===== src/rtl/pc_fetch_stage_if.sv =====
// -----------------------------------------------------------------------------
// pc_fetch_stage_if
//   Instruction-memory fetch bus between the fetch stage and instruction memory.
//   A request is held high, with a stable word-aligned address, until the
//   memory answers with a single-cycle ack that carries the read data.
//
//   Signals
//     imem_req    fetch request, held until imem_ack
//     imem_addr   32-bit word-aligned fetch address, stable while imem_req=1
//     imem_ack    memory returns imem_rdata this cycle
//     imem_rdata  32-bit fetched instruction word
//
//   Modports
//     master  fetch side (drives req/addr, receives ack/rdata)
//     slave   memory side (receives req/addr, drives ack/rdata)
// -----------------------------------------------------------------------------
interface pc_fetch_stage_if;
    logic        imem_req;
    logic [31:0] imem_addr;
    logic        imem_ack;
    logic [31:0] imem_rdata;

    modport master (
        output imem_req,
        output imem_addr,
        input  imem_ack,
        input  imem_rdata
    );

    modport slave (
        input  imem_req,
        input  imem_addr,
        output imem_ack,
        output imem_rdata
    );
endinterface


===== src/rtl/pc_fetch_stage.sv =====
// -----------------------------------------------------------------------------
// pc_fetch_stage
//   Owns the architectural PC of the mini-MIPS core and the instruction-fetch
//   handshake. The word at pc is fetched over a req/ack bus and presented as
//   {pc, instr} to decode and to the combinational next-PC unit, which returns
//   next_pc. Decode stall and branch/jump flush are resolved here.
//
//   Parameters
//     RESET_PC  PC loaded on reset and used as the first fetch address
//     MAX_WAIT  cycles a request may stay un-acked before fetch_err (>= 1)
//
//   Ports
//     clk          rising-edge clock
//     rst_n        asynchronous active-low reset
//     next_pc      next-PC unit result; valid while instr_valid=1 or flush=1
//     stall        decode cannot accept; hold pc/instr
//     flush        control redirect; drop current/in-flight word, load next_pc
//     imem         fetch bus (master side): imem_req, imem_addr, imem_ack,
//                  imem_rdata
//     pc           address of instr
//     instr        fetched instruction word
//     instr_valid  instr/pc valid for decode
//     fetch_err    sticky error, cleared only by reset
//     misalign     sticky misaligned-PC flag
//
//   Optional feature (compile-time macro FETCH_MISALIGN_CHECK_EN)
//     Defined:   any PC load whose low two bits are non-zero (and a misaligned
//                RESET_PC seen in the first idle cycle) issues no request,
//                sets misalign and fetch_err and parks in the error state with
//                the offending value kept in pc.
//     Undefined: pc keeps the full next_pc value, imem_addr simply masks the
//                low two bits and misalign stays 0.
// -----------------------------------------------------------------------------
module pc_fetch_stage #(
    parameter logic [31:0] RESET_PC = 32'h0040_0000,
    parameter int          MAX_WAIT = 16
) (
    input  logic                    clk,
    input  logic                    rst_n,
    input  logic [31:0]             next_pc,
    input  logic                    stall,
    input  logic                    flush,
    pc_fetch_stage_if.master        imem,
    output logic [31:0]             pc,
    output logic [31:0]             instr,
    output logic                    instr_valid,
    output logic                    fetch_err,
    output logic                    misalign
);

    // Wide enough to hold MAX_WAIT itself, although the counter never
    // advances past MAX_WAIT-1 before the timeout fires.
    localparam int WCW = $clog2(MAX_WAIT + 1);
    localparam logic [WCW-1:0] WAIT_LAST = WCW'(MAX_WAIT - 1);

    typedef enum logic [1:0] {
        ST_IDLE = 2'd0,
        ST_REQ  = 2'd1,
        ST_HOLD = 2'd2,
        ST_ERR  = 2'd3
    } state_t;

    state_t          state_reg;
    logic [31:0]     pc_reg;
    logic [31:0]     pc_pend_reg;
    logic [31:0]     instr_reg;
    logic            instr_valid_reg;
    logic            fetch_err_reg;
    logic            misalign_reg;
    logic [WCW-1:0]  wait_cnt_reg;
    logic            drop_reg;

    // Misalignment of each value that can be loaded into pc. Without the
    // check these are constant 0, which removes every error branch below
    // that depends on them.
    logic bad_next;
    logic bad_pend;
    logic bad_cur;

`ifdef FETCH_MISALIGN_CHECK_EN
    assign bad_next = (next_pc[1:0]     != 2'b00);
    assign bad_pend = (pc_pend_reg[1:0] != 2'b00);
    assign bad_cur  = (pc_reg[1:0]      != 2'b00);
`else
    assign bad_next = 1'b0;
    assign bad_pend = 1'b0;
    assign bad_cur  = 1'b0;
`endif

    logic timeout;
    assign timeout = (wait_cnt_reg == WAIT_LAST);

    // -------------------------------------------------------------------------
    // Fetch FSM. All outputs are registers or a direct decode of state_reg,
    // so an asynchronous reset removes the request immediately.
    // -------------------------------------------------------------------------
    always_ff @(posedge clk or negedge rst_n) begin
        if (!rst_n) begin
            state_reg       <= ST_IDLE;
            pc_reg          <= RESET_PC;
            pc_pend_reg     <= 32'h0;
            instr_reg       <= 32'h0;
            instr_valid_reg <= 1'b0;
            fetch_err_reg   <= 1'b0;
            misalign_reg    <= 1'b0;
            wait_cnt_reg    <= '0;
            drop_reg        <= 1'b0;
        end else begin
            case (state_reg)
                // One idle cycle before each fresh request. A misaligned pc
                // can only arrive here from reset, since every other load is
                // screened at the moment it happens.
                ST_IDLE: begin
                    if (bad_cur) begin
                        misalign_reg  <= 1'b1;
                        fetch_err_reg <= 1'b1;
                        state_reg     <= ST_ERR;
                    end else begin
                        wait_cnt_reg <= '0;
                        state_reg    <= ST_REQ;
                    end
                end

                ST_REQ: begin
                    if (imem.imem_ack) begin
                        drop_reg <= 1'b0;
                        if (flush) begin
                            // Flush beats a simultaneous ack: the returning
                            // word belongs to the abandoned path.
                            pc_reg <= next_pc;
                            if (bad_next) begin
                                misalign_reg  <= 1'b1;
                                fetch_err_reg <= 1'b1;
                                state_reg     <= ST_ERR;
                            end else begin
                                state_reg <= ST_IDLE;
                            end
                        end else if (drop_reg) begin
                            // The ack closes a request that was flushed
                            // earlier; restart from the redirect target.
                            pc_reg <= pc_pend_reg;
                            if (bad_pend) begin
                                misalign_reg  <= 1'b1;
                                fetch_err_reg <= 1'b1;
                                state_reg     <= ST_ERR;
                            end else begin
                                state_reg <= ST_IDLE;
                            end
                        end else begin
                            instr_reg       <= imem.imem_rdata;
                            instr_valid_reg <= 1'b1;
                            state_reg       <= ST_HOLD;
                        end
                    end else if (timeout) begin
                        fetch_err_reg <= 1'b1;
                        state_reg     <= ST_ERR;
                    end else begin
                        wait_cnt_reg <= wait_cnt_reg + WCW'(1);
                        // The bus protocol forbids withdrawing an open
                        // request, so remember the redirect and keep
                        // req/addr unchanged until the ack drains it.
                        if (flush) begin
                            drop_reg    <= 1'b1;
                            pc_pend_reg <= next_pc;
                        end
                    end
                end

                ST_HOLD: begin
                    if (flush) begin
                        instr_valid_reg <= 1'b0;
                        pc_reg          <= next_pc;
                        if (bad_next) begin
                            misalign_reg  <= 1'b1;
                            fetch_err_reg <= 1'b1;
                            state_reg     <= ST_ERR;
                        end else begin
                            state_reg <= ST_IDLE;
                        end
                    end else if (!stall) begin
                        // Sequential advance goes straight back to REQ so a
                        // non-stalled stream needs no idle cycle.
                        instr_valid_reg <= 1'b0;
                        pc_reg          <= next_pc;
                        wait_cnt_reg    <= '0;
                        if (bad_next) begin
                            misalign_reg  <= 1'b1;
                            fetch_err_reg <= 1'b1;
                            state_reg     <= ST_ERR;
                        end else begin
                            state_reg <= ST_REQ;
                        end
                    end
                end

                // Terminal until reset; everything is simply held.
                ST_ERR: begin
                    instr_valid_reg <= 1'b0;
                end

                default: begin
                    state_reg <= ST_ERR;
                end
            endcase
        end
    end

    assign imem.imem_req  = (state_reg == ST_REQ);
    assign imem.imem_addr = {pc_reg[31:2], 2'b00};

    assign pc          = pc_reg;
    assign instr       = instr_reg;
    assign instr_valid = instr_valid_reg;
    assign fetch_err   = fetch_err_reg;
    assign misalign    = misalign_reg;

endmodule


===== src/flat_wrapper.sv =====
// flat-port wrapper written by rule: the top's interface ports become plain ports
module pc_fetch_stage_flat 
#(
    parameter logic [31:0] RESET_PC = 32'h0040_0000,
    parameter int          MAX_WAIT = 16
)
  (clk, rst_n, next_pc, stall, flush, pc, instr, instr_valid, fetch_err, misalign, imem_imem_req, imem_imem_addr, imem_imem_ack, imem_imem_rdata);
  pc_fetch_stage_if imem_i ();
  input  logic clk;
  input  logic rst_n;
  input  logic [31:0] next_pc;
  input  logic stall;
  input  logic flush;
  output logic [31:0] pc;
  output logic [31:0] instr;
  output logic instr_valid;
  output logic fetch_err;
  output logic misalign;
  output wire logic [$bits(imem_i.imem_req)-1:0] imem_imem_req;
  output wire logic [$bits(imem_i.imem_addr)-1:0] imem_imem_addr;
  input wire logic [$bits(imem_i.imem_ack)-1:0] imem_imem_ack;
  input wire logic [$bits(imem_i.imem_rdata)-1:0] imem_imem_rdata;
  assign imem_imem_req = imem_i.imem_req;
  assign imem_imem_addr = imem_i.imem_addr;
  assign imem_i.imem_ack = imem_imem_ack;
  assign imem_i.imem_rdata = imem_imem_rdata;
  pc_fetch_stage #(.RESET_PC(RESET_PC), .MAX_WAIT(MAX_WAIT)) u_core (.clk(clk), .rst_n(rst_n), .next_pc(next_pc), .stall(stall), .flush(flush), .imem(imem_i), .pc(pc), .instr(instr), .instr_valid(instr_valid), .fetch_err(fetch_err), .misalign(misalign));
endmodule

===== config.mk =====
export PLATFORM = sky130hd
export DESIGN_NAME = pc_fetch_stage_flat
export DESIGN_NICKNAME = d
export VERILOG_FILES = /design/src/rtl/pc_fetch_stage_if.sv /design/src/rtl/pc_fetch_stage.sv /design/src/flat_wrapper.sv
export SDC_FILE = /design/constraint.sdc
export NUM_CORES = 1
export LEC_CHECK = 0
export CAP_MARGIN = 40
export CORE_ASPECT_RATIO = 0.75
export CORE_MARGIN = 2
export CORE_UTILIZATION = 55
export DETAILED_ROUTE_END_ITERATION = 16
export DONT_BUFFER_PORTS = 1
export PLACE_DENSITY = 0.73
export SETUP_SLACK_MARGIN = 0.15
export SLEW_MARGIN = 20
export SYNTH_ARGS = -nofsm -noshare
export SYNTH_HDL_FRONTEND = slang
export SYNTH_SLANG_ARGS = --single-unit

===== constraint.sdc =====
create_clock -name clk -period 1.86 [get_ports clk]
set_input_delay 0.558 -clock clk [delete_from_list [all_inputs] [get_ports clk]]
set_output_delay 0.558 -clock clk [all_outputs]
set_load 0.005 [all_outputs]

==> results of run 1 <==
[routing by layer]
metal	wire length (um)	share of wire, %	track usage, %
met1	4130	41	26.1
met2	4910	49	31.9
met3	984	9.8	8.41
met4	59	0.59	4.32
met5	0	0	0
[cell families after synthesis]
family / after synthesis / share of synthesized area (%)
AO/OA/AOI/OAI: 16 / 2.58
multiplexers: 130 / 30.6
AND/OR/NAND/NOR: 23 / 2.96
adder cells (fa/ha/maj): 7 / 1.79
buffers and inverters: 53 / 7.79
flip-flops: 106 / 54.2
other: 1 / 0.0766
[worst paths after layout]
check / startpoint / endpoint / slack [ns] / depth (start not counted)
max: u_core.state_reg[1]$_DFFE_PN0P_ / u_core.pc[28]$_DFFE_PN0P_ / -0.02 / 6
min: rst_n / u_core.pc_pend_reg[19]$_DFFE_PN0P_ / -0.09 / 0
max reg2reg: u_core.state_reg[1]$_DFFE_PN0P_ / u_core.pc[28]$_DFFE_PN0P_ / -0.02 / 6
min reg2reg: u_core.pc_pend_reg[24]$_DFFE_PN0P_ / u_core.pc_pend_reg[24]$_DFFE_PN0P_ / 0.51 / 1
max in group asynchronous: rst_n / u_core.pc[22]$_DFFE_PN1P_ / 1.74 / 0
min in group clk: imem_imem_ack / u_core.drop_reg$_DFFE_PN0P_ / 0.30 / 1
[where the power goes]
group	switching, W	leakage [nW]	internal, W
Clock	0.000883	0.140	0.000938
Sequential	0.000997	1.27	0.00349
Combinational	0.00146	1.21	0.00298
[through the flow]
step	instance area, um2	worst slack, ns	utilization (%)	setup TNS [ns]	power [W]
floorplan	4940	0.0412	-	0	0.00717
CTS	5590	-0.0120	65.3	-0.0861	0.0104
global route	5850	-0.0795	68.3	-2.67	0.0114
detailed placement	4940	-0.0638	57.7	-1.59	0.00758
finish	5850	-0.0205	68.3	-0.279	0.0107
global placement	4940	-0.0656	57.7	-1.74	0.00744
[final cells by class]
type | count | area share [%]
sequential | 106 | 45.4
clock buffer | 9 | 3.85
inverter | 5 | 0.321
clock inverter | 7 | 1.05
timing repair buffer | 43 | 9.69
tap | 108 | 2.31
multi-input combinational | 179 | 37.4
[placed cells by master (no fill, tap or decap), types with 2 or more instances in the layout]
cell,netlist,layout
a21oi_1,3,3
inv_6,0,2
buf_6,6,9
inv_8,0,2
nor2_1,5,3
mux2_2,115,73
inv_1,5,2
buf_4,34,20
a221o_1,2,2
buf_16,0,2
buf_12,0,8
ha_1,7,2
inv_2,0,3
and3_4,0,3
a22o_1,2,2
a211oi_4,1,2
mux2_4,10,56
dfrtp_1,105,104
ha_4,0,4
conb_1,1,3
clkbuf_16,0,13
nand3_1,2,2
[timing repair]
action,CTS,global route
buffers inserted,8,7
setup endpoints to repair,103,104
gates cloned,2,5
hold endpoints to repair,105,105
gates resized for setup,61,19
pin swaps,6,6
==> run metrics, run 1 <==
DIE HEIGHT=85.7 um; largest net degree at the start of global routing=107; I/O pins=169; Register Area=~0.0027 mm2; Synth Register Bits=106; synth cell count leaders=mux2_2 (115), dfrtp_1 (105), buf_4 (34), mux2_4 (10), buf_2 (8); vias in the first global route=2870; row count=29; count leader, synth=mux2_2; CTS Buf Count=9; maxcap violations=0; final non-filler cell total=around 460; Total GRT Usage=roughly a fifth; cell breakdown of the critical path=ha_4 -> and3b_2 -> a211oi_4 -> buf_6 -> buf_12 -> mux2_2; RSZ-0062 raised after global routing=yes; worst vdd ir=843 uV; first-pass GRT wire length=15.2 mm; GR Overflow Total=0; crit-path leading delay family=flip-flops; fin. max-slew vios=0; Max Freq=532 MHz; Setup CP Type=flop to flop; cell area after synthesis=about 0.0049 mm2; Clock Tree Root=clkbuf_16; Cells after Synth=336; ys async rst share=100%; post-synthesis cell type count=38; sum of net half-perimeters after detailed placement=5.91 mm; post-synthesis sequential area ratio=a little over half; placed cells=around 420; slowest cell delay on critical path=0.45 ns; initial antenna violation count=0; Startpoint Class=flop; area of the multi-input gates=about 0.0022 mm2; final weighted congestion in routability-driven placement=0.838; CP required=2.08 ns; status=complete, but fails checks; crit-path max FO=9; fin crit share=101%; failing checks=design-rule violations, negative hold slack, negative setup slack; CP arrival=~2.1 ns; clk buf depth=2; Vias/cell=5.78; slowest CP cell=dfrtp_2; post-synth top area cell=dfrtp_1; layout cells sized above 1=just over 60%; DRT iter0 DRCs=111; Synth Flop Type=dfrtp_1; final hold viol count=105; WL/cell=roughly 22 um; worst setup slack after layout=-0.0205 ns; 1st-pass router iterations=11; Post-synth EDFFs=0; hold_ws=-0.0868 ns; PortBufs=0; top cell type's share of synthesized area=53.6%; top post-synthesis cells by area=dfrtp_1 (54%), mux2_2 (26%), buf_4 (5.2%); Core Area=0.00856 mm2; power per cell area=1840 mW/mm2; # setup viols final=25; worst path bufs/invs=2; skew final=~0.010 ns; crit end category=flop; min cycle time layout=1.88 ns; Routed Antenna Nets=0; DRT Wirelength=10.1 mm; CTS tree=built; cell leakage power=roughly 2.6 nW; Ys Warns=0; Vias=around 2600; DRC viols=11; area grow syn2layout=19.4%; Die Area=0.00968 mm2; synthesized area per cell=14.6 um2; Worst Hold Class=input pin to async pin; H-tree levels=3; Fillers=595; Die Width=113 um; final net count=420; CTS sink cnt=about 110; Antenna Cells=0; clk_lat worst skew=approximately 0.34 ns; initial core utilization=57.2%; clk slew on worst S/H paths=0.07 ns
(Power assumes the default switching activity.)
==> run 2, diff against run 1 <==
- CORE_UTILIZATION: 55 -> 50
- PLACE_DENSITY: 0.73 -> 0.68
==> run 2 against run 1 <==
  * The run ends with negative hold slack, negative setup slack left
  * Wire length is 12% higher
  * Sequential share of layout area is 4.0 points lower
  * Sequential cell count stayed put
  * Combinational power is 16% higher
  * Clock skew is 0.0032 ns lower
  * Count of clock-buffer cells in the layout is 1 higher
  * Final cell count is 8.5% higher
==> run metrics, run 2 (same netlist as run 1, synthesis figures left out) <==
sequential cell fraction of total power=39.1% (was 41.7%); area grow syn2layout=30.9% (was 19.4%); H-tree levels=3 (unchanged); layout cells sized above 1=62.6% (was 61.3%); CTS tree=built (unchanged); Clock power frac=16.4% (was 16.9%); CP required=2.09 ns (was 2.08 ns); largest net degree at the start of global routing=107 (unchanged); WL/cell=22.7 um (was 22.1 um); Startpoint Class=flop (unchanged); DRT iter0 DRCs=96 (was 111); clk_lat worst skew=0.34 ns (about the same); Tot Pwr=0.0116 W (was 0.0107 W); PortBufs=0 (unchanged); commonest cells after routing, fill and taps aside=mux2_4 (122), dfrtp_1 (104), buf_4 (23) (was dfrtp_1 (104), mux2_2 (73), mux2_4 (56)); Switch Pwr=0.00350 W (was 0.00334 W); Vias/cell=5.55 (was 5.78); initial core utilization=51.1% (was 57.2%); DIE HEIGHT=89.7 um (was 85.7 um); Setup TNS=-1.55 ns (was -0.279 ns); pre-CTS setup slack=-0.0736 ns (was -0.0638 ns); CTS sink cnt=106 (unchanged); DRT Wirelength=11.3 mm (was 10.1 mm); 1st-pass router iterations=4 (was 11); CP arrival=2.13 ns (was 2.10 ns); final hold viol count=105 (unchanged); Antenna Cells=0 (unchanged); maxcap violations=0 (unchanged); first-pass GRT wire length=16.7 mm (was 15.2 mm); DRC viols=0 (was 11); Net Sw Frac=30.2% (was 31.1%); clk slew on worst S/H paths=0.07 ns (about the same); final non-filler cell total=496 (was 457); Max Freq=524 MHz (was 532 MHz); sum of net half-perimeters after detailed placement=6.07 mm (was 5.91 mm); RSZ-0062 raised after global routing=yes (unchanged); placed cells=445 (was 419); # setup viols final=60 (was 25); I/O pins=169 (unchanged); worst vdd ir=934 uV (was 843 uV); commonest non-fill, non-tap cell in the layout=mux2_4 (was dfrtp_1); Setup CP Type=flop to flop (unchanged); crit end category=flop (unchanged); cell leakage power=3.00 nW (was 2.61 nW); Worst Hold Class=input pin to async pin (unchanged); Clock Tree Root=clkbuf_16 (unchanged); fin crit share=103% (was 101%); min cycle time layout=1.91 ns (was 1.88 ns); worst setup slack after layout=-0.0470 ns (was -0.0205 ns); Die Area=0.0106 mm2 (was 0.00968 mm2); fin. max-slew vios=0 (unchanged); skew final=0.00726 ns (was 0.0105 ns); crit-path max FO=6 (was 9); Internal Power=0.00807 W (was 0.00740 W); status=complete, but fails checks (unchanged); Core Area=0.00958 mm2 (was 0.00856 mm2); CTS Buf Count=9 (unchanged); Die Width=118 um (was 113 um); initial antenna violation count=0 (unchanged); power per cell area=1800 mW/mm2 (was 1840 mW/mm2); clk buf depth=2 (unchanged); Vias=2754 (was 2640); vias in the first global route=3053 (was 2870); final net count=435 (was 420); Routed Antenna Nets=0 (unchanged); Logic pwr share=44.4% (was 41.3%); failing checks=negative hold slack, negative setup slack (was design-rule violations, negative hold slack, negative setup slack); GR Overflow Total=0 (unchanged); row count=31 (was 29); hold_ws=-0.0939 ns (was -0.0868 ns); final weighted congestion in routability-driven placement=0.802 (was 0.838); Total GRT Usage=20.1% (was 20.0%)
-- run 2: cell types whose count changed in the layout (fill, tap and decap cells not counted), sizes merged --
cell	previous run	this run
clkinvlp	1	0
buf	39	51
clkbuf	13	17
bufinv	0	1
clkinv	2	4
inv	9	6
-- run 2: repair_timing --
item,CTS,global route
cloned,6,8
buffers inserted,15,6
setup endpoints to repair,100,105
resized for setup,99,53
pin swaps,6,10
endpoints found under the hold margin,105,105
-- run 2: power groups by stage --
stage	Sequential, W	Clock (W)	Combinational, W
2_1_floorplan	0.00414	0	0.00303
6_report	0.00453	0.00190	0.00514
5_1_grt	0.00470	0.00205	0.00545
3_5_place_dp	0.00448	0	0.00313
4_1_cts	0.00450	0.00195	0.00423
3_3_place_gp	0.00445	0	0.00299
-- run 2: critical path, stage by stage (launching register included) --
cell	delay (ns)
dfrtp_2	0.45
ha_4	0.19
and3b_2	0.24
a211oi_4	0.21
buf_6	0.21
clkbuf_16	0.18
mux2_4	0.29
-- run 2: metrics by stage --
stage                     area [um2]  util (%)
after detailed placement        4990      52.0
after floorplan                 4940         -
final                           6410      66.9
after global routing            6410      66.9
after CTS                       5960      62.2
after global placement          4990      52.0
-- run 2: path summary, 6_finish.rpt --
path / cells after the start / slack, ns / to / start
max: 6 / -0.05 / u_core.pc[18]$_DFFE_PN0P_ / u_core.state_reg[1]$_DFFE_PN0P_
min: 0 / -0.09 / u_core.pc_pend_reg[19]$_DFFE_PN0P_ / rst_n
max reg2reg: 6 / -0.05 / u_core.pc[18]$_DFFE_PN0P_ / u_core.state_reg[1]$_DFFE_PN0P_
min reg2reg: 1 / 0.51 / u_core.fetch_err$_DFFE_PN0P_ / u_core.fetch_err$_DFFE_PN0P_
max in group asynchronous: 0 / 1.74 / u_core.pc[22]$_DFFE_PN1P_ / rst_n
min in group clk: 1 / 0.29 / u_core.drop_reg$_DFFE_PN0P_ / imem_imem_ack
-- run 2: layout make-up --
| class | count | area (um2) |
|---|---|---|
| clock buffer | 10 | 229 |
| tap | 132 | 165 |
| multi-input combinational | 179 | 2420 |
| timing repair buffer | 58 | 860 |
| fill | 678 | 3170 |
| clock inverter | 6 | 66.3 |
| inverter | 5 | 18.8 |
| sequential | 106 | 2660 |
-- run 2: per-layer routing --
layer / GRT usage (%) / up-vias / share of wire, %
li1: - / 1191 / -
met1: 23.9 / 1441 / 41
met2: 32.5 / 113 / 49
met3: 10.0 / 9 / 9.2
met4: 5.42 / 0 / 0.95
met5: 0 / - / 0
